[src/rtl/envelope_unit_if.sv]
// rtl/envelope_unit_if.sv - envelope unit channel-side signal bundle.
interface envelope_unit_if #(
  parameter int VOL_W = 4,
  parameter int PER_W = 3
);
  logic             clock_64;
  logic             trigger;
  logic [VOL_W-1:0] init_volume;
  logic             env_dir;
  logic [PER_W-1:0] env_period;
  logic [VOL_W-1:0] volume;
  logic             env_active;
  logic             dac_en;
  logic             tick_64;

  modport master (
    output clock_64, trigger, init_volume, env_dir, env_period,
    input  volume, env_active, dac_en, tick_64
  );

  modport slave (
    input  clock_64, trigger, init_volume, env_dir, env_period,
    output volume, env_active, dac_en, tick_64
  );
endinterface

[src/rtl/envelope_unit.sv]
// rtl/envelope_unit.sv - 64 Hz volume envelope stepper for one sound channel.
// Define ENVELOPE_SYNC_EN to pass clock_64 through a 2-flop synchronizer.
module envelope_unit #(
  parameter int VOL_W = 4,
  parameter int PER_W = 3
) (
  input  logic          clock,
  input  logic          reset_n,
  envelope_unit_if.slave env
);
  typedef enum logic {IDLE, STEP} state_e;

  localparam logic [VOL_W-1:0] VOL_MAX = '1;

  state_e           state_q, state_d;
  logic [VOL_W-1:0] vol_q, vol_d;
  logic [PER_W-1:0] cnt_q, cnt_d;
  logic             c64_q, c64_d;
  logic             tick_q, tick_d;
  logic             c64_s;

`ifdef ENVELOPE_SYNC_EN
  logic sync1_q, sync1_d;
  logic sync2_q, sync2_d;

  always_comb begin
    sync1_d = env.clock_64;
    sync2_d = sync1_q;
  end

  always_ff @(posedge clock or negedge reset_n) begin
    if (!reset_n) begin
      sync1_q <= 1'b0;
      sync2_q <= 1'b0;
    end else begin
      sync1_q <= sync1_d;
      sync2_q <= sync2_d;
    end
  end

  assign c64_s = sync2_q;
`else
  assign c64_s = env.clock_64;
`endif

  always_comb begin
    state_d = state_q;
    vol_d   = vol_q;
    cnt_d   = cnt_q;
    c64_d   = c64_s;
    tick_d  = c64_s & ~c64_q;

    // A trigger wins over a tick arriving in the same cycle.
    if (env.trigger) begin
      vol_d   = env.init_volume;
      cnt_d   = env.env_period;
      state_d = (env.env_period != '0) ? STEP : IDLE;
    end else if (tick_q && (state_q == STEP)) begin
      if (cnt_q > PER_W'(1)) begin
        cnt_d = cnt_q - PER_W'(1);
      end else begin
        cnt_d = env.env_period;
        if (env.env_period == '0) begin
          state_d = IDLE;
        end else if (env.env_dir && (vol_q != VOL_MAX)) begin
          vol_d = vol_q + VOL_W'(1);
        end else if (!env.env_dir && (vol_q != '0)) begin
          vol_d = vol_q - VOL_W'(1);
        end else begin
          state_d = IDLE;
        end
      end
    end
  end

  always_ff @(posedge clock or negedge reset_n) begin
    if (!reset_n) begin
      state_q <= IDLE;
      vol_q   <= '0;
      cnt_q   <= '0;
      c64_q   <= 1'b0;
      tick_q  <= 1'b0;
    end else begin
      state_q <= state_d;
      vol_q   <= vol_d;
      cnt_q   <= cnt_d;
      c64_q   <= c64_d;
      tick_q  <= tick_d;
    end
  end

  assign env.volume     = vol_q;
  assign env.env_active = (state_q == STEP);
  assign env.tick_64    = tick_q;
  assign env.dac_en     = (env.init_volume != '0) | env.env_dir;
endmodule

[src/flat_wrapper.sv]
// flat-port wrapper written by rule: the top's interface ports become plain ports
module envelope_unit_flat 
#(
  parameter int VOL_W = 4,
  parameter int PER_W = 3
)
  (clock, reset_n, env_clock_64, env_trigger, env_init_volume, env_env_dir, env_env_period, env_volume, env_env_active, env_dac_en, env_tick_64);
  envelope_unit_if #(.VOL_W(VOL_W), .PER_W(PER_W)) env_i ();
  input  logic clock;
  input  logic reset_n;
  input wire logic [$bits(env_i.clock_64)-1:0] env_clock_64;
  input wire logic [$bits(env_i.trigger)-1:0] env_trigger;
  input wire logic [$bits(env_i.init_volume)-1:0] env_init_volume;
  input wire logic [$bits(env_i.env_dir)-1:0] env_env_dir;
  input wire logic [$bits(env_i.env_period)-1:0] env_env_period;
  output wire logic [$bits(env_i.volume)-1:0] env_volume;
  output wire logic [$bits(env_i.env_active)-1:0] env_env_active;
  output wire logic [$bits(env_i.dac_en)-1:0] env_dac_en;
  output wire logic [$bits(env_i.tick_64)-1:0] env_tick_64;
  assign env_i.clock_64 = env_clock_64;
  assign env_i.trigger = env_trigger;
  assign env_i.init_volume = env_init_volume;
  assign env_i.env_dir = env_env_dir;
  assign env_i.env_period = env_env_period;
  assign env_volume = env_i.volume;
  assign env_env_active = env_i.env_active;
  assign env_dac_en = env_i.dac_en;
  assign env_tick_64 = env_i.tick_64;
  envelope_unit #(.VOL_W(VOL_W), .PER_W(PER_W)) u_core (.clock(clock), .reset_n(reset_n), .env(env_i));
endmodule
[config.mk]
export PLATFORM = sky130hd
export DESIGN_NAME = envelope_unit_flat
export DESIGN_NICKNAME = d
export VERILOG_FILES = /design/src/rtl/envelope_unit_if.sv /design/src/rtl/envelope_unit.sv /design/src/flat_wrapper.sv
export SDC_FILE = /design/constraint.sdc
export NUM_CORES = 1
export LEC_CHECK = 0
export BUFFER_PORTS_ARGS = -buffer_cell sky130_fd_sc_hd__buf_2
export CORE_UTILIZATION = 45
export CTS_BUF_LIST = sky130_fd_sc_hd__clkbuf_8
export CTS_CLUSTER_DIAMETER = 80
export DETAILED_ROUTE_END_ITERATION = 8
export PLACE_DENSITY = 0.71
export SLEW_MARGIN = 10
export SYNTH_ARGS = -nofsm -noshare
export SYNTH_HDL_FRONTEND = slang
export SYNTH_SLANG_ARGS = --single-unit
[constraint.sdc]
create_clock -name clock -period 2.2 [get_ports clock]
set_clock_uncertainty 0.15 [all_clocks]
set_input_delay 0.44 -clock clock [delete_from_list [all_inputs] [get_ports clock]]
set_output_delay 0.44 -clock clock [all_outputs]
set_load 0.02 [all_outputs]
==> impl_metrics.csv <==
group,metric,value,unit
outcome,status,"finished clean",
timing,hold_viol_final,0,
clocking,clkLatencyLatePin,0.23,ns
timing,max_freq,495,MHz
final_layout,multi_input_area,369,um^2
final_layout,fin_util,63.0,%
final_layout,regArea,250,um^2
clocking,cts_tree,"done",
placement,portBuffers,18,
logic_synthesis,ys.flop_type,"dfrtp_1",
detailed_routing,ant_nets,0,
placement,preCtsSetupSlack,0.146,ns
global_route,grt_max_degree,13,
final_layout,drive_gt1_share,29.0,%
timing,fin_setup_tns,0,ns
logic_synthesis,ys_ff_latch,10,
global_route,grt_pass1_vias,530,
clocking,cts_buffers,3,
critical_path,path_cells,"and4_4 > nand2b_1 > ha_1 > a21o_1 > a21oi_1 > xnor2_1 > mux2i_1 > o21ai_1",
final_layout,diodes,0,
global_route,antenna_found_initial,0,
floorplanning,rows,13,
power,p_leak,0.000402,uW
final_layout,layout.cells.non_filler,108,
floorplanning,chipWidth,39.5,um
logic_synthesis,seq_area_frac_synth,39.4,%
critical_path,required,2.21,ns
logic_synthesis,yosys.area.top_type,"dfrtp_1",
timing,slew_headroom,74.3,%
logic_synthesis,synthMostInstantiatedCell,"dfrtp_1",
logic_synthesis,synth.net_count,85,
clocking,clockRootBuffer,"clkbuf_8",
detailed_routing,wl,1.32,mm
detailed_routing,viasPerCell,5.36,
clocking,clkSinkCount,10,
detailed_routing,dr.first_iter.drc_count,9,
clocking,clk_pin_slew,0.05,ns
timing,finalCritPeriodShare,91.9,%
global_route,grt_pass1_wl,2.10,mm
worst_hold_path,holdPathStages,1,
detailed_routing,wl_per_cell,12.3,um
critical_path,cp_slowest_cell,"dfrtp_1",
power,p_per_area,851,mW/mm^2
power,totalPowerFinal,697,uW
logic_synthesis,synth_cell_types,24,
critical_path,cpPeakStageDelay,0.44,ns
detailed_routing,first_pass_iters,4,
clocking,htree_levels,1,
floorplanning,dieHeight,39.5,um
critical_path,path_class,"reg -> reg",
timing,rsz0062_at_grt,"no",
critical_path,cp_max_fo,6,
clocking,clockBufferDepth,2,
placement,placedCellCount,103,
floorplanning,pin_count,19,
critical_path,reg2reg_depth,8,
critical_path,arrival,2.03,ns
worst_hold_path,hold_path.class,"in -> reg",
logic_synthesis,async_reset_ff_share,100,%
final_layout,nets,110,
critical_path,r2r_start,"u_core.env.volume[2]$_DFFE_PN0P_",
timing,finalSetupViolations,0,
logic_synthesis,synth_common_cells,"dfrtp_1, o21ai_0, nand2_1",
critical_path,critPathCaptureType,"flip-flop",
critical_path,worstSetupEndpoint,"u_core.env.volume[3]$_DFFE_PN0P_",
timing,drv_slew,0,
logic_synthesis,synth_edf_count,0,
critical_path,crit_start,"u_core.env.volume[2]$_DFFE_PN0P_",
critical_path,r2r-end,"u_core.env.volume[3]$_DFFE_PN0P_",
critical_path,worstSetupStartpointType,"flip-flop",
logic_synthesis,synth.area.top_cells,"dfrtp_1, o21ai_0, ha_1, mux2i_1, nand2_1",
critical_path,rrSetupSlack,0.18,ns
placement,dpl.hpwl,1.05,mm
logic_synthesis,yosys_warnings,0,
timing,tightestPinTransition,0.384,ns
logic_synthesis,syn_avg_cell_area,9.19,um^2
floorplanning,fp.coreArea,0.00130,mm^2
final_layout,syn2layout_area_growth,29.2,%
logic_synthesis,syn_inst,69,
floorplanning,start_util,48.7,%
global_route,grt-ovfl-total,0,
detailed_routing,drc_errors,0,
power,ir_worst_vdd,0.611,mV
logic_synthesis,synth_top_area_share,39.4,%
clocking,postCtsSetupBuffers,0,
timing,period_needed,2.02,ns
floorplanning,die_area,0.00156,mm^2
placement,gp_congestion,0.767,
global_route,grt.total_usage,20.8,%
timing,finalWorstSetupSlack,0.178,ns
detailed_routing,vias,579,
logic_synthesis,synthesis.area,634,um^2
run,maxCapViolations,0,
final_layout,fill_cells,121,
power breakdown:
group | internal, uW | total (uW) | leakage (uW) | switching, uW
clock | 157 | 226 | 0.0000288 | 68.7
combinational | 95.1 | 222 | 0.000255 | 127
sequential | 216 | 249 | 0.000118 | 33.3
sequential cells by signal (all words and copies together), names as in the netlist:
register / count
u_core.env.env_active: 1
u_core.cnt_q: 3
u_core.env.tick_64: 1
u_core.env.volume: 4
u_core.c64_q: 1
logic make-up (layout without fill, tap and decap cells):
family          Yosys count  in the layout  synth area share [%]
compound gates           21             21                  19.5
simple gates             23             23                  19.3
buf+inv                   4             28                  2.37
fa+ha+maj                 4              4                  9.07
xor+xnor                  4              4                  5.52
mux                       3              3                  4.73
flops                    10             10                  39.4
worst min-delay path by stage:
stage	start	end
floorplan	reset_n	u_core.c64_q$_DFF_PN0_
global placement	reset_n	u_core.cnt_q[0]$_DFFE_PN0N_
detailed placement	reset_n	u_core.env.env_active$_DFFE_PN0P_
CTS	env_clock_64	u_core.c64_q$_DFF_PN0_
global route	env_clock_64	u_core.c64_q$_DFF_PN0_
finish	env_clock_64	u_core.c64_q$_DFF_PN0_
metal layers:
| metal | wire (um) | GRT usage (%) | share of wire [%] |
|---|---|---|---|
| met4 | 21 | 10.3 | 1.6 |
| met3 | 58 | 3.41 | 4.4 |
| met2 | 642 | 36.5 | 49 |
| met1 | 600 | 23.9 | 45 |
| met5 | 0 | 0 | 0 |
layout make-up:
cell class | instances | share of cell area (%)
tap | 15 | 2.29
sequential | 10 | 30.5
inverter | 3 | 1.37
clock buffer | 4 | 6.72
timing repair buffer | 21 | 14.0
multi-input combinational | 55 | 45.0
per-stage QoR:
stage                     hold slack (ns)  instance area, um^2
after floorplan                  -0.00559                  634
after global placement              0.165                  754
after detailed placement            0.161                  754
after CTS                           0.169                  820
after global routing                0.167                  820
final                               0.175                  820
critical path, delay by kind of cell (launching register included):
kind | cells | cell delay, ns
compound gates | 3 | 0.44
xor+xnor | 1 | 0.13
fa+ha+maj | 1 | 0.29
flops | 1 | 0.44
mux | 1 | 0.08
simple gates | 2 | 0.41
repair_timing:
item | 4_1_cts | 5_1_grt
resized for setup | 0 | 1
hold endpoints to repair | 10 | 0
setup endpoints to repair | 0 | 1
hold buffers | 1 | 0
layout by cell type (no fill, tap or decap), drive strengths merged, types with 4 or more instances in the layout:
cell type / count
nor2: 7
buf: 20
a21oi: 5
dfrtp: 10
o21ai: 11
clkbuf: 4
nand2: 8
(Power assumes the default switching activity.)
